**src/rtl/bcd_to_binary_seq.sv**
```systemverilog
// Sequential packed-BCD to unsigned binary converter.
// Digits are folded MSD-first, one per clock, as acc = acc*10 + digit.
// A word with any digit above 9 skips the fold and reports err with a zero result.
module bcd_to_binary_seq #(
    parameter int NDIGITS = 4,
    parameter int BIN_W   = 14
) (
    input  logic                   clk,
    input  logic                   rst_n,
    input  logic                   in_valid,
    output logic                   in_ready,
    input  logic [4*NDIGITS-1:0]   bcd_in,
    output logic                   out_valid,
    input  logic                   out_ready,
    output logic [BIN_W-1:0]       bin_out,
    output logic                   err
);

    localparam int IN_W  = 4 * NDIGITS;
    localparam int CNT_W = (NDIGITS > 1) ? $clog2(NDIGITS) : 1;
    localparam logic [CNT_W-1:0] LAST_DIGIT = CNT_W'(NDIGITS - 1);

    typedef enum logic [1:0] {
        IDLE = 2'd0,
        CONV = 2'd1,
        DONE = 2'd2
    } state_t;

    state_t             state_q, state_d;
    logic [IN_W-1:0]    shreg_q, shreg_d;
    logic [BIN_W-1:0]   acc_q, acc_d;
    logic [BIN_W-1:0]   acc_next;
    logic [CNT_W-1:0]   cnt_q, cnt_d;
    logic               out_valid_q, out_valid_d;
    logic [BIN_W-1:0]   bin_q, bin_d;
    logic               err_q, err_d;

    // True when any nibble of the word is outside 0..9.
    function automatic logic has_bad_digit(input logic [IN_W-1:0] w);
        logic bad;
        bad = 1'b0;
        for (int i = 0; i < NDIGITS; i++) begin
            if (w[4*i +: 4] > 4'd9) begin
                bad = 1'b1;
            end
        end
        return bad;
    endfunction

    // acc*10 + digit using shifts; BIN_W is sized so this cannot overflow.
    function automatic logic [BIN_W-1:0] mul10_add(input logic [BIN_W-1:0] acc,
                                                   input logic [3:0]       digit);
        return (acc << 3) + (acc << 1) + BIN_W'(digit);
    endfunction

    // in_ready depends on state only, so there is no in_valid -> in_ready path.
    assign in_ready  = (state_q == IDLE);
    assign out_valid = out_valid_q;
    assign bin_out   = bin_q;
    assign err       = err_q;

    // Next-state and datapath update for the IDLE/CONV/DONE sequencer.
    always_comb begin
        state_d     = state_q;
        shreg_d     = shreg_q;
        acc_d       = acc_q;
        cnt_d       = cnt_q;
        out_valid_d = out_valid_q;
        bin_d       = bin_q;
        err_d       = err_q;
        acc_next    = mul10_add(acc_q, shreg_q[IN_W-1 -: 4]);

        case (state_q)
            IDLE: begin
                if (in_valid) begin
                    shreg_d = bcd_in;
                    acc_d   = '0;
                    cnt_d   = '0;
                    if (has_bad_digit(bcd_in)) begin
                        state_d     = DONE;
                        out_valid_d = 1'b1;
                        bin_d       = '0;
                        err_d       = 1'b1;
                    end else begin
                        state_d = CONV;
                    end
                end
            end
            CONV: begin
                acc_d   = acc_next;
                shreg_d = shreg_q << 4;
                cnt_d   = cnt_q + CNT_W'(1);
                if (cnt_q == LAST_DIGIT) begin
                    state_d     = DONE;
                    out_valid_d = 1'b1;
                    bin_d       = acc_next;
                    err_d       = 1'b0;
                end
            end
            DONE: begin
                // Result stays frozen until the consumer takes it.
                if (out_ready) begin
                    state_d     = IDLE;
                    out_valid_d = 1'b0;
                end
            end
            default: begin
                state_d = IDLE;
            end
        endcase
    end

    // State and datapath registers; reset aborts any conversion in flight.
    always_ff @(posedge clk or negedge rst_n) begin
        if (!rst_n) begin
            state_q     <= IDLE;
            shreg_q     <= '0;
            acc_q       <= '0;
            cnt_q       <= '0;
            out_valid_q <= 1'b0;
            bin_q       <= '0;
            err_q       <= 1'b0;
        end else begin
            state_q     <= state_d;
            shreg_q     <= shreg_d;
            acc_q       <= acc_d;
            cnt_q       <= cnt_d;
            out_valid_q <= out_valid_d;
            bin_q       <= bin_d;
            err_q       <= err_d;
        end
    end

endmodule

```
**config.mk**
```make
export PLATFORM = sky130hd
export DESIGN_NAME = bcd_to_binary_seq
export DESIGN_NICKNAME = d
export VERILOG_FILES = /design/src/rtl/bcd_to_binary_seq.sv
export SDC_FILE = /design/constraint.sdc
export NUM_CORES = 1
export LEC_CHECK = 0
export CAP_MARGIN = 20
export CORE_MARGIN = 2
export CORE_UTILIZATION = 56
export CTS_CLUSTER_DIAMETER = 100
export DETAILED_ROUTE_END_ITERATION = 8
export PLACE_DENSITY = 0.86
export SLEW_MARGIN = 20
export SYNTH_ARGS = -nofsm -noshare
export SYNTH_HDL_FRONTEND = slang
export SYNTH_SLANG_ARGS = --single-unit
```
**constraint.sdc**
```tcl
create_clock -name clk -period 2.8 [get_ports clk]
set_clock_uncertainty 0.1 [all_clocks]
set_input_delay 0.56 -clock clk [delete_from_list [all_inputs] [get_ports clk]]
set_output_delay 0.56 -clock clk [all_outputs]
set_load 0.01 [all_outputs]
```
# Word level (Yosys, flattened, before mapping)
# Index checks and enable logic that the tools add are counted.
[totals] regBits=49 input_bits=20 out_inout_bits=17 elab_cells=56
[op_classes] addsub=3 magnitude_cmp=4 eq_ne=7 mux=28 n_reduce_logical=7
[op_table] op="2-to-1 mux 14 bit" n=3
[op_table] op="case mux 16 bit (2 select lines)" n=1
[op_table] op="case mux 14 bit (2 select lines)" n=1
[op_table] op="case mux 13 bit (2 select lines)" n=1
[op_table] op="greater-than comparator 4 bit (second input constant)" n=4
[op_table] op="2-to-1 mux 16 bit" n=1
[op_table] op="adder 14 bit" n=1
[op_table] op="adder 14 x 4 -> 14 bit" n=1
[op_table] op="2-to-1 mux 13 bit" n=1
[op_table] op="2-to-1 mux 1 bit" n=11
[op_table] op="2-to-1 mux 2 bit" n=5
[op_table] op="!= test 2 bit (second input constant)" n=3
[op_table] op="case mux 2 bit (3 select lines)" n=1
[op_table] op="AND reduction 5 bit" n=1
[op_table] op="equality test 2 bit (second input constant)" n=2
[op_table] op="case mux 2 bit (2 select lines)" n=1
[op_table] op="AND reduction 4 bit" n=1
[op_table] op="case mux 1 bit (3 select lines)" n=1
[op_table] op="AND reduction 3 bit" n=1
[op_table] op="nonzero test 3 bit" n=1
[op_table] op="adder 2 x 1 -> 2 bit (second input constant)" n=1
[op_table] op="equality test 2 x 1 -> 1 bit (second input constant)" n=1
[op_table] op="logical NOT 2 bit" n=1
[op_table] op="!= test 2 x 1 -> 1 bit (second input constant)" n=1
[op_table] op="3 further kinds" n=3

# Depth between registers and ports, before layout
# Gate-level depths: netlist of the first run.
[logic_depth] ltp_word=10 mapped_depth=9 depth_no_buf=9

# Worst setup path before layout of the first run
# OpenSTA, ideal clock, no wires.
[synth_timing] kind="reg-to-reg" startpoint="register shreg_q[15]" endpoint="register acc_q[11]" setup_time_ps=87 t_arrival_ps=2324 setup_slack_ps=290 stages_incl_launch_ff=10 n_path_buf=0 synth_period_minus_slack_ps=2510 path_cell_list="dfrtp_1 inv_1 fa_1 inv_1 ha_1 a21o_1 and4_1 o211ai_1 mux2_2 o211ai_1"
[synth_via] elab_chain_len=2
[synth_rtl] element="start, declared" line="30" rtl="logic [IN_W-1:0] shreg_q, shreg_d;"
[synth_rtl] element="start signal, assigned" line="125" rtl="shreg_q <= shreg_d;"
[synth_rtl] element="adder 14 x 4 -> 14 bit" line="53" rtl="return (acc << 3) + (acc << 1) + BIN_W'(digit);"
[synth_rtl] element="case mux 13 bit (2 select lines)" line="73" rtl="case (state_q)"
[synth_rtl] element="end signal, assigned" line="118" rtl="acc_q <= '0;"
[synth_rtl] element="end signal, assigned" line="126" rtl="acc_q <= acc_d;"
[synth_rtl] element="end, declared" line="31" rtl="logic [BIN_W-1:0] acc_q, acc_d;"
# Every way passes these cells.
# A chain may end at the register's enable or synchronous reset.

# Worst setup path after layout of the first run
# Ends and elaborated chain as after synthesis.

==> flow_summary.toml, run 1 <==
[critical_path]
crit_type = "reg2reg"
end_kind = "flip-flop"
required_ns = 2.92
cp_max_fo = 3
arrival_ns = 2.86
critPathTopFamily = "adder cells"
path_buf_inv = 2
worstSetupStartpointType = "flip-flop"
reg2reg_slack_ns = 0.06
cpMaxStageDelayCell = "fa_1"
critPathMaxStageDelay_ns = 0.59
crit_chain = "inv_1 > fa_1 > inv_1 > ha_1 > a21o_1 > and4_1 > o211ai_1 > mux2_4 > o211ai_1"

[cells_and_area]
nets = 379
final_util_pct = 67.5
final_area_sq_mm = 0.00342
fillers = 408
final_cell_mix = "53 x nand2_1, 49 x dfrtp_1, 37 x o21ai_0, 35 x clkdlybuf4s50_1, 23 x ha_1"
drive_above_1_share_pct = 7.46
fin_cells = 405
final_common_cell = "nand2_1"
area_growth_pct = 17.4
diodes = 0

[outcome]
status = "finished, final reports clean"

[sta]
finalHoldViolCount = 0
worst_pin_slew_ns = 0.598
min_period_ns = 2.74
finalMaxSlewViolations = 0
final-setup-viol-count = 0
slew_headroom_pct = 60.1
max_freq_mhz = 365
fin_ws_ns = 0.0631
hold_slack_ns = 0.144
fin_crit_sh_pct = 97.7

[placed_design]
dp_cells = 396
dp_slack_ns = 0.110
dp_hpwl_microns = 4510
port_buffers = 36
placed_area_sq_mm = 0.00331
gp_congestion = 0.884

[clock_network]
cts-buffers-inserted = 5
clk_transition_reported_paths_ns = 0.10
cts_sinks = 49
clk_latency_ns = 0.30
cts_max_level = 2
cts_tree = "done"
clk_path_buf_depth = 2
hold_buffers = 0
root_buffer = "clkbuf_8"

[global_route]
grtUsageMet1_pct = 28.2
grt_pass1_wl_microns = 10900
grtUsageMet2_pct = 40.5
busiest_layer = "met2"
grt_max_degree = 39
grt_pass1_vias = 2374
grtUsageMet3_pct = 4.03
antenna_found_initial = 0
grt-ovfl-total = 0
grtUsageTotal_pct = 23.2

[detailed_routing]
vias = 2297
wl_microns = 6360
via_per_inst = 5.67
routedWlPerCell_microns = 15.7
drt_iter0_drc = 87
drcViolationCount = 0
antenna_left = 0
drt_pass1_iterations = 4

[die]
start_util_pct = 57.4
core_sq_mm = 0.00507
die_w_microns = 76.2
num_rows = 26
die_area_sq_mm = 0.00580
die_y_microns = 76.2
ios = 37

[synth]
yosys_most_used_dff = "dfrtp_1"
ys_seq_elements = 49
synth_nets = 346
synth_seq_area_share_pct = 42.1
ys_warn_count = 0
syn_inst = 301
synth-edff-count = 0
ys_types = 48
async_flop_share_pct = 100
syn_area_per_cell_sq_um = 9.69
syn_area_sq_mm = 0.00292

[run]
drv_cap = 0

[min_path]
hold_path.class = "in2async"

[power_and_ir_drop]
peakVddDrop_v = 0.000522
powerDensity_mw_per_mm2 = 802
leakagePower_uw = 0.00159
-- flip-flops by register name, indices dropped and copies added, names as in the netlist --
signal,count
shreg_q,16
bin_out,14
acc_q,13
cnt_q,2
state_q,2
err,1
out_valid,1
-- final timing paths --
kind | from | endpoint | cells past startpoint
max | shreg_q[15] | acc_q[11] | 9
min | rst_n | bin_out[6] | 1
max reg2reg | shreg_q[15] | acc_q[11] | 9
min reg2reg | bin_out[12] | bin_out[12] | 2
max in group asynchronous | rst_n | acc_q[2] | 2
min in group clk | bin_out[12] | bin_out[12] | 2
-- Yosys cell counts, drive strengths merged (3+ instances only) --
library cell  instances  area (sq um)
buf                  14           106
o211ai                3          22.5
dfrtp                49          1230
nand2b                7          43.8
nor3                  3          15.0
xnor2                 3          26.3
a21o                  4          30.0
o31ai                 7          52.6
nand2                54           210
nor2                 11          41.3
nand3                 6          30.0
mux2i                14           140
a21oi                13          83.8
inv                  10          37.5
and3                  3          18.8
o21ai                37           185
nor2b                 6          45.0
ha                   23           288
-- final cells by class --
cell class,count,area [sq um],area share (%)
Inverter,11,41.3,1.21
Multi-Input combinational cell,225,1540,45.0
Clock inverter,1,5.00,0.146
Tap cell,70,87.6,2.56
Sequential cell,49,1230,35.8
Timing Repair Buffer,42,425,12.4
Clock buffer,7,96.3,2.81
-- stage by stage --
stage / total power [uW] / setup TNS (ns)
finish: 2750 / 0
global route: 2950 / -0.0511
CTS: 2760 / 0
detailed placement: 2270 / 0
global placement: 2210 / 0
floorplan: 1930 / 0
-- per-layer routing --
layer / wire [microns] / share of wire (%) / vias up
li1: - / - / 1131
met1: 2630 / 41 / 1077
met2: 3230 / 51 / 67
met4: 194 / 3.0 / 0
met3: 315 / 4.9 / 22
met5: 0 / 0 / -
-- power breakdown --
group          internal, uW  switching [uW]  total, uW
combinational           505             677       1180
clock                   224             242        466
sequential              923             174       1100
total                  1650            1090       2750
-- cell families (layout without fill, tap and decap cells) --
family                   count (synthesis)  in the layout  share of synthesized area (%)
AO/OA/AOI/OAI                           82             82                           18.8
XOR/XNOR                                 5              5                           1.50
adder cells (fa/ha/maj)                 25             25                           11.2
buffers and inverters                   27             61                           5.32
flip-flops                              49             49                           42.1
multiplexers                            15             15                           5.19
AND/OR/NAND/NOR                         98             98                           15.8
-- timing repair --
item / in CTS / in global routing
endpoints found under the hold margin: 0 / 0
gates resized for setup: 0 / 2
setup buffers: 0 / 1
endpoints found under the setup margin: 0 / 2
Note: power is estimated with default switching activity, not from simulation.
==> run 2: changes to the inputs <==
--- a/config.mk
+++ b/config.mk
@@ -10,6 +10,7 @@
 export CORE_UTILIZATION = 56
 export CTS_CLUSTER_DIAMETER = 100
 export DETAILED_ROUTE_END_ITERATION = 8
+export GPL_TIMING_DRIVEN = 0
 export PLACE_DENSITY = 0.86
 export SLEW_MARGIN = 20
 export SYNTH_ARGS = -nofsm -noshare
==> run 2 against run 1 <==
Fmax up 0.23%. Combinational power up 8%. Non-clock buffer count up 12. First-iteration DRC count up 89%. Final cell count up 3.0%. Sequential share of layout area down 0.64 points. Critical endpoint unchanged. Critical path type unchanged. Die area unchanged.
==> flow_summary.toml, run 2 (same netlist as run 1, synthesis figures left out) <==
[critical_path]
required_ns = 2.93
crit_type = "reg2reg"
cpMaxStageDelayCell = "fa_1"
path_buf_inv = 3
critPathMaxStageDelay_ns = 0.59
worstSetupStartpointType = "flip-flop"
crit_chain = "inv_1 > fa_1 > inv_1 > ha_1 > a21o_1 > and4_1 > o211ai_1 > buf_4 > mux2_4 > o211ai_1"
critPathTopFamily = "adder cells"
reg2reg_slack_ns = 0.07
cp_max_fo = 3
end_kind = "flip-flop"
arrival_ns = 2.86

[die]
core_sq_mm = 0.00507
die_y_microns = 76.2
num_rows = 26
ios = 37
die_area_sq_mm = 0.00580
die_w_microns = 76.2
start_util_pct = 57.4

[detailed_routing]
drcViolationCount = 0
drt_iter0_drc = 164
via_per_inst = 5.82
routedWlPerCell_microns = 16.1
wl_microns = 6730
antenna_left = 0
vias = 2428
drt_pass1_iterations = 4

[cells_and_area]
nets = 391
drive_above_1_share_pct = 10.1
fin_cells = 417
final_cell_mix = "53 x nand2_1, 49 x dfrtp_1, 37 x o21ai_0, 35 x clkdlybuf4s50_1, 23 x ha_1"
fillers = 425
largest_register_ffs = 16
area_growth_pct = 19.6
diodes = 0
final_common_cell = "nand2_1"
top_register = "shreg_q"
multi_input_area_sq_mm = 0.00154
ff_latch_area_sq_mm = 0.00123
final_util_pct = 68.7

[run]
drv_cap = 0

[power_and_ir_drop]
power_uw = 2810
peakVddDrop_v = 0.000562
leakagePower_uw = 0.00163
powerDensity_mw_per_mm2 = 806

[sta]
final-setup-viol-count = 0
finalHoldViolCount = 0
worst_pin_slew_ns = 0.616
slew_headroom_pct = 59.0
min_period_ns = 2.73
fin_tns_setup_ns = 0
fin_ws_ns = 0.0695
fin_crit_sh_pct = 97.5
max_freq_mhz = 366
finalMaxSlewViolations = 0

[outcome]
status = "finished, final reports clean"

[clock_network]
clk_path_buf_depth = 2
clk_transition_reported_paths_ns = 0.09
cts_max_level = 2
clk_latency_ns = 0.31
cts_tree = "done"
root_buffer = "clkbuf_8"
cts_sinks = 49
cts-buffers-inserted = 5
hold_buffers = 0

[global_route]
grt-ovfl-total = 0
grt_max_degree = 50
grtUsageTotal_pct = 25.2
grt_pass1_vias = 2448
grt_pass1_wl_microns = 11600
antenna_found_initial = 0

[placed_design]
dp_cells = 407
dp_hpwl_microns = 4960
dp_slack_ns = 0.0567
gp_congestion = 0.842
port_buffers = 36

[min_path]
hold_path.class = "in2async"
run 2: cell types whose count changed in the layout (fill, tap and decap cells not counted):
cell      before  now
buf_4          4    5
clkbuf_1       0    2
o21bai_1       1    2
a211oi_2       0    1
buf_6          0    5
o21bai_2       1    0
buf_2          1    7
buf_12         2    0
a211oi_1       2    1
run 2: metal layers:
layer,vias up,track usage (%),routed length (microns)
li1,1151,-,-
met1,1192,31.4,2770
met2,72,43.0,3470
met3,13,5.45,335
met4,0,10.0,143
met5,-,0,0
run 2: layout make-up:
cell class | count | share of cell area, %
Buffer | 16 | 3.27
Clock buffer | 7 | 2.76
Clock inverter | 1 | 0.144
Inverter | 11 | 1.18
Multi-Input combinational cell | 225 | 44.3
Sequential cell | 49 | 35.2
Tap cell | 70 | 2.51
Timing Repair Buffer | 38 | 10.7
run 2: power by group:
part / switching, uW / internal [uW]
combinational: 733 / 541
clock: 239 / 224
sequential: 149 / 923
run 2: through the flow:
| step | area, sq um | hold WS [ns] |
|---|---|---|
| CTS | 3460 | 0.178 |
| detailed placement | 3360 | 0.368 |
| finish | 3490 | 0.150 |
| global placement | 3360 | 0.359 |
| global route | 3490 | 0.201 |
| floorplan | 2920 | 0.164 |
run 2: final timing paths:
path                                 start          to  cells after the start
worst min register to register  bin_out[2]  bin_out[2]                      2
min in group clk                bin_out[2]  bin_out[2]                      2
worst max-delay path              acc_q[2]   acc_q[11]                     10
worst max register to register    acc_q[2]   acc_q[11]                     10
max in group asynchronous            rst_n   out_valid                      1
worst min-delay path                 rst_n    acc_q[9]                      1
run 2: repair_timing:
action,in CTS,in global routing
resized for setup,0,3
endpoints found under the hold margin,0,0
setup endpoints to repair,0,3
buffers inserted,0,2
==> run 3: changes to the inputs <==
--- a/config.mk
+++ b/config.mk
@@ -5,12 +5,14 @@
 export SDC_FILE = /design/constraint.sdc
 export NUM_CORES = 1
 export LEC_CHECK = 0
+export ABC_AREA = 1
 export CAP_MARGIN = 20
 export CORE_MARGIN = 2
 export CORE_UTILIZATION = 56
 export CTS_CLUSTER_DIAMETER = 100
 export DETAILED_ROUTE_END_ITERATION = 8
 export GPL_TIMING_DRIVEN = 0
+export MAX_ROUTING_LAYER = met4
 export PLACE_DENSITY = 0.86
 export SLEW_MARGIN = 20
 export SYNTH_ARGS = -nofsm -noshare
==> run 3 against run 2 <==
Count of clock-buffer cells in the layout fell by 1. Highest routed layer unchanged. Non-clock buffer count fell by 7. Largest power group unchanged. Critical path type unchanged. Final cell count rose by 14%.
==> flow_summary.toml, run 3 <==
[outcome]
status = "finished, final reports clean"

[die]
die_w_microns = 76.2
die_area_sq_mm = 0.00581
start_util_pct = 57.6
core_sq_mm = 0.00507
num_rows = 26
ios = 37
die_y_microns = 76.2

[placed_design]
dp_slack_ns = 0.466
gp_congestion = 0.906
port_buffers = 36
dp_hpwl_microns = 5030
placed_area_sq_mm = 0.00338

[cells_and_area]
final_area_sq_mm = 0.00347
drive_above_1_share_pct = 7.90
nets = 450
final_common_cell = "nand2_1"
top_register = "shreg_q"
largest_register_ffs = 16
diodes = 0
final_cell_mix = "111 x nand2_1, 49 x inv_1, 49 x dfrtp_1, 35 x clkdlybuf4s50_1, 27 x o21ai_0"
area_growth_pct = 18.6

[detailed_routing]
vias = 2537
wl_microns = 6520
drt_iter0_drc = 103
drcViolationCount = 0
antenna_left = 0
routedWlPerCell_microns = 13.7
drt_pass1_iterations = 4
via_per_inst = 5.34

[synth]
synth_top_cell_by_area = "dfrtp_1"
yosys_most_used_dff = "dfrtp_1"
synth_seq_area_share_pct = 42.0
syn_area_per_cell_sq_um = 8.09
async_flop_share_pct = 100
synth_top_area_share_pct = 42.0
ys_warn_count = 0
yosys.cell_count.top_type = "nand2_1"
synth_area_leaders = "dfrtp_1 42%, nand2_1 14%, ha_1 9.9%"
synth-edff-count = 0
ys_top_cells_by_count = "111 x nand2_1, 49 x dfrtp_1, 49 x inv_1"
syn_area_sq_mm = 0.00292
synth_nets = 406
ys_types = 35
ys_seq_elements = 49
syn_inst = 361

[sta]
worst_pin_slew_ns = 0.430
max_freq_mhz = 420
fin_tns_setup_ns = 0
slew_headroom_pct = 71.3
min_period_ns = 2.38
finalHoldViolCount = 0
final-setup-viol-count = 0
fin_crit_sh_pct = 84.9
fin_ws_ns = 0.421
finalMaxSlewViolations = 0
hold_slack_ns = 0.0723
grt_setup_unrepaired = "false"

[critical_path]
arrival_ns = 2.51
cp_max_fo = 4
r2r-end = "bin_out[8]"
r2r_start = "acc_q[0]"
reg2reg_slack_ns = 0.42
crit_type = "reg2reg"
ff2ff_path_depth = 10
worstSetupStartpointType = "flip-flop"
required_ns = 2.93
end_kind = "flip-flop"

[min_path]
hold_path.class = "in2async"

[global_route]
grt_pass1_wl_microns = 11300
grt-ovfl-total = 0
grt_max_degree = 33
grtUsageTotal_pct = 25.1
grt_pass1_vias = 2480
antenna_found_initial = 0

[clock_network]
clk_path_buf_depth = 2
cts_max_level = 2
root_buffer = "clkbuf_8"
clk_transition_reported_paths_ns = 0.09
cts_resized = 0
post_cts_buffers = 0
clk_latency_ns = 0.31
cts-buffers-inserted = 5
cts_sinks = 49
cts_tree = "done"
hold_buffers = 0

[power_and_ir_drop]
leakagePower_uw = 0.00182
powerDensity_mw_per_mm2 = 757
peakVddDrop_v = 0.000552

[run]
drv_cap = 0
## run 3: stage by stage
| stage | util [%] | power (uW) | cells |
|---|---|---|---|
| final | 68.3 | 2620 | 475 |
| after global routing | 68.3 | 2820 | 475 |
| after CTS | 68.3 | 2630 | 475 |
| after detailed placement | 66.7 | 2210 | 468 |
| after global placement | 66.4 | 2160 | 467 |
| after floorplan | - | 1830 | 361 |
## run 3: metal layers
| layer | up-vias | track usage (%) | share of wire (%) |
|---|---|---|---|
| li1 | 1264 | - | - |
| met5 | - | - | 0 |
| met3 | 15 | 4.50 | 3.7 |
| met4 | 0 | 10.2 | 2.2 |
| met1 | 1191 | 30.2 | 44 |
| met2 | 67 | 42.0 | 50 |
## run 3: worst max-delay path by stage
stage	cells after the start	slack [ns]	end	from
6_report	10	0.42	bin_out[8]	acc_q[0]
5_1_grt	10	0.22	bin_out[8]	acc_q[2]
4_1_cts	10	0.44	bin_out[8]	acc_q[0]
3_5_place_dp	11	0.47	acc_q[10]	acc_q[0]
3_3_place_gp	1	-0.30	shreg_q[0]	rst_n
2_1_floorplan	10	0.69	bin_out[10]	acc_q[0]
## run 3: worst max-delay path, stage by stage, from the launching register on
cell and delay (ns):
dfrtp_1 0.39, inv_1 0.09, fa_1 0.47, fa_1 0.43, inv_1 0.14, nand3_1 0.09
nand3_1 0.16, nand2_1 0.10, nand3b_1 0.10, nand3_1 0.10, o21ai_1 0.14
## run 3: power breakdown
group	internal, uW	leakage, uW	switching (uW)
Clock	174	0.0000412	243
Combinational	460	0.00113	723
Sequential	907	0.000643	118
Total	1540	0.00182	1080
## run 3: logic make-up (layout without fill, tap and decap cells)
| group | count (synthesis) | after routing | synth area share, % |
|---|---|---|---|
| compound gates | 60 | 60 | 12.5 |
| xor+xnor | 2 | 2 | 0.600 |
| fa+ha+maj | 25 | 25 | 11.2 |
| buf+inv | 62 | 106 | 9.12 |
| flops | 49 | 49 | 42.0 |
| simple gates | 163 | 163 | 24.5 |
## run 3: cell type report
type	count	area, sq um
inverter	52	200
tap	70	87.6
buffer	10	66.3
clock inverter	1	8.76
fill	440	1610
sequential	49	1230
timing repair buffer	37	375
clock buffer	6	72.6
multi-input combinational	250	1430
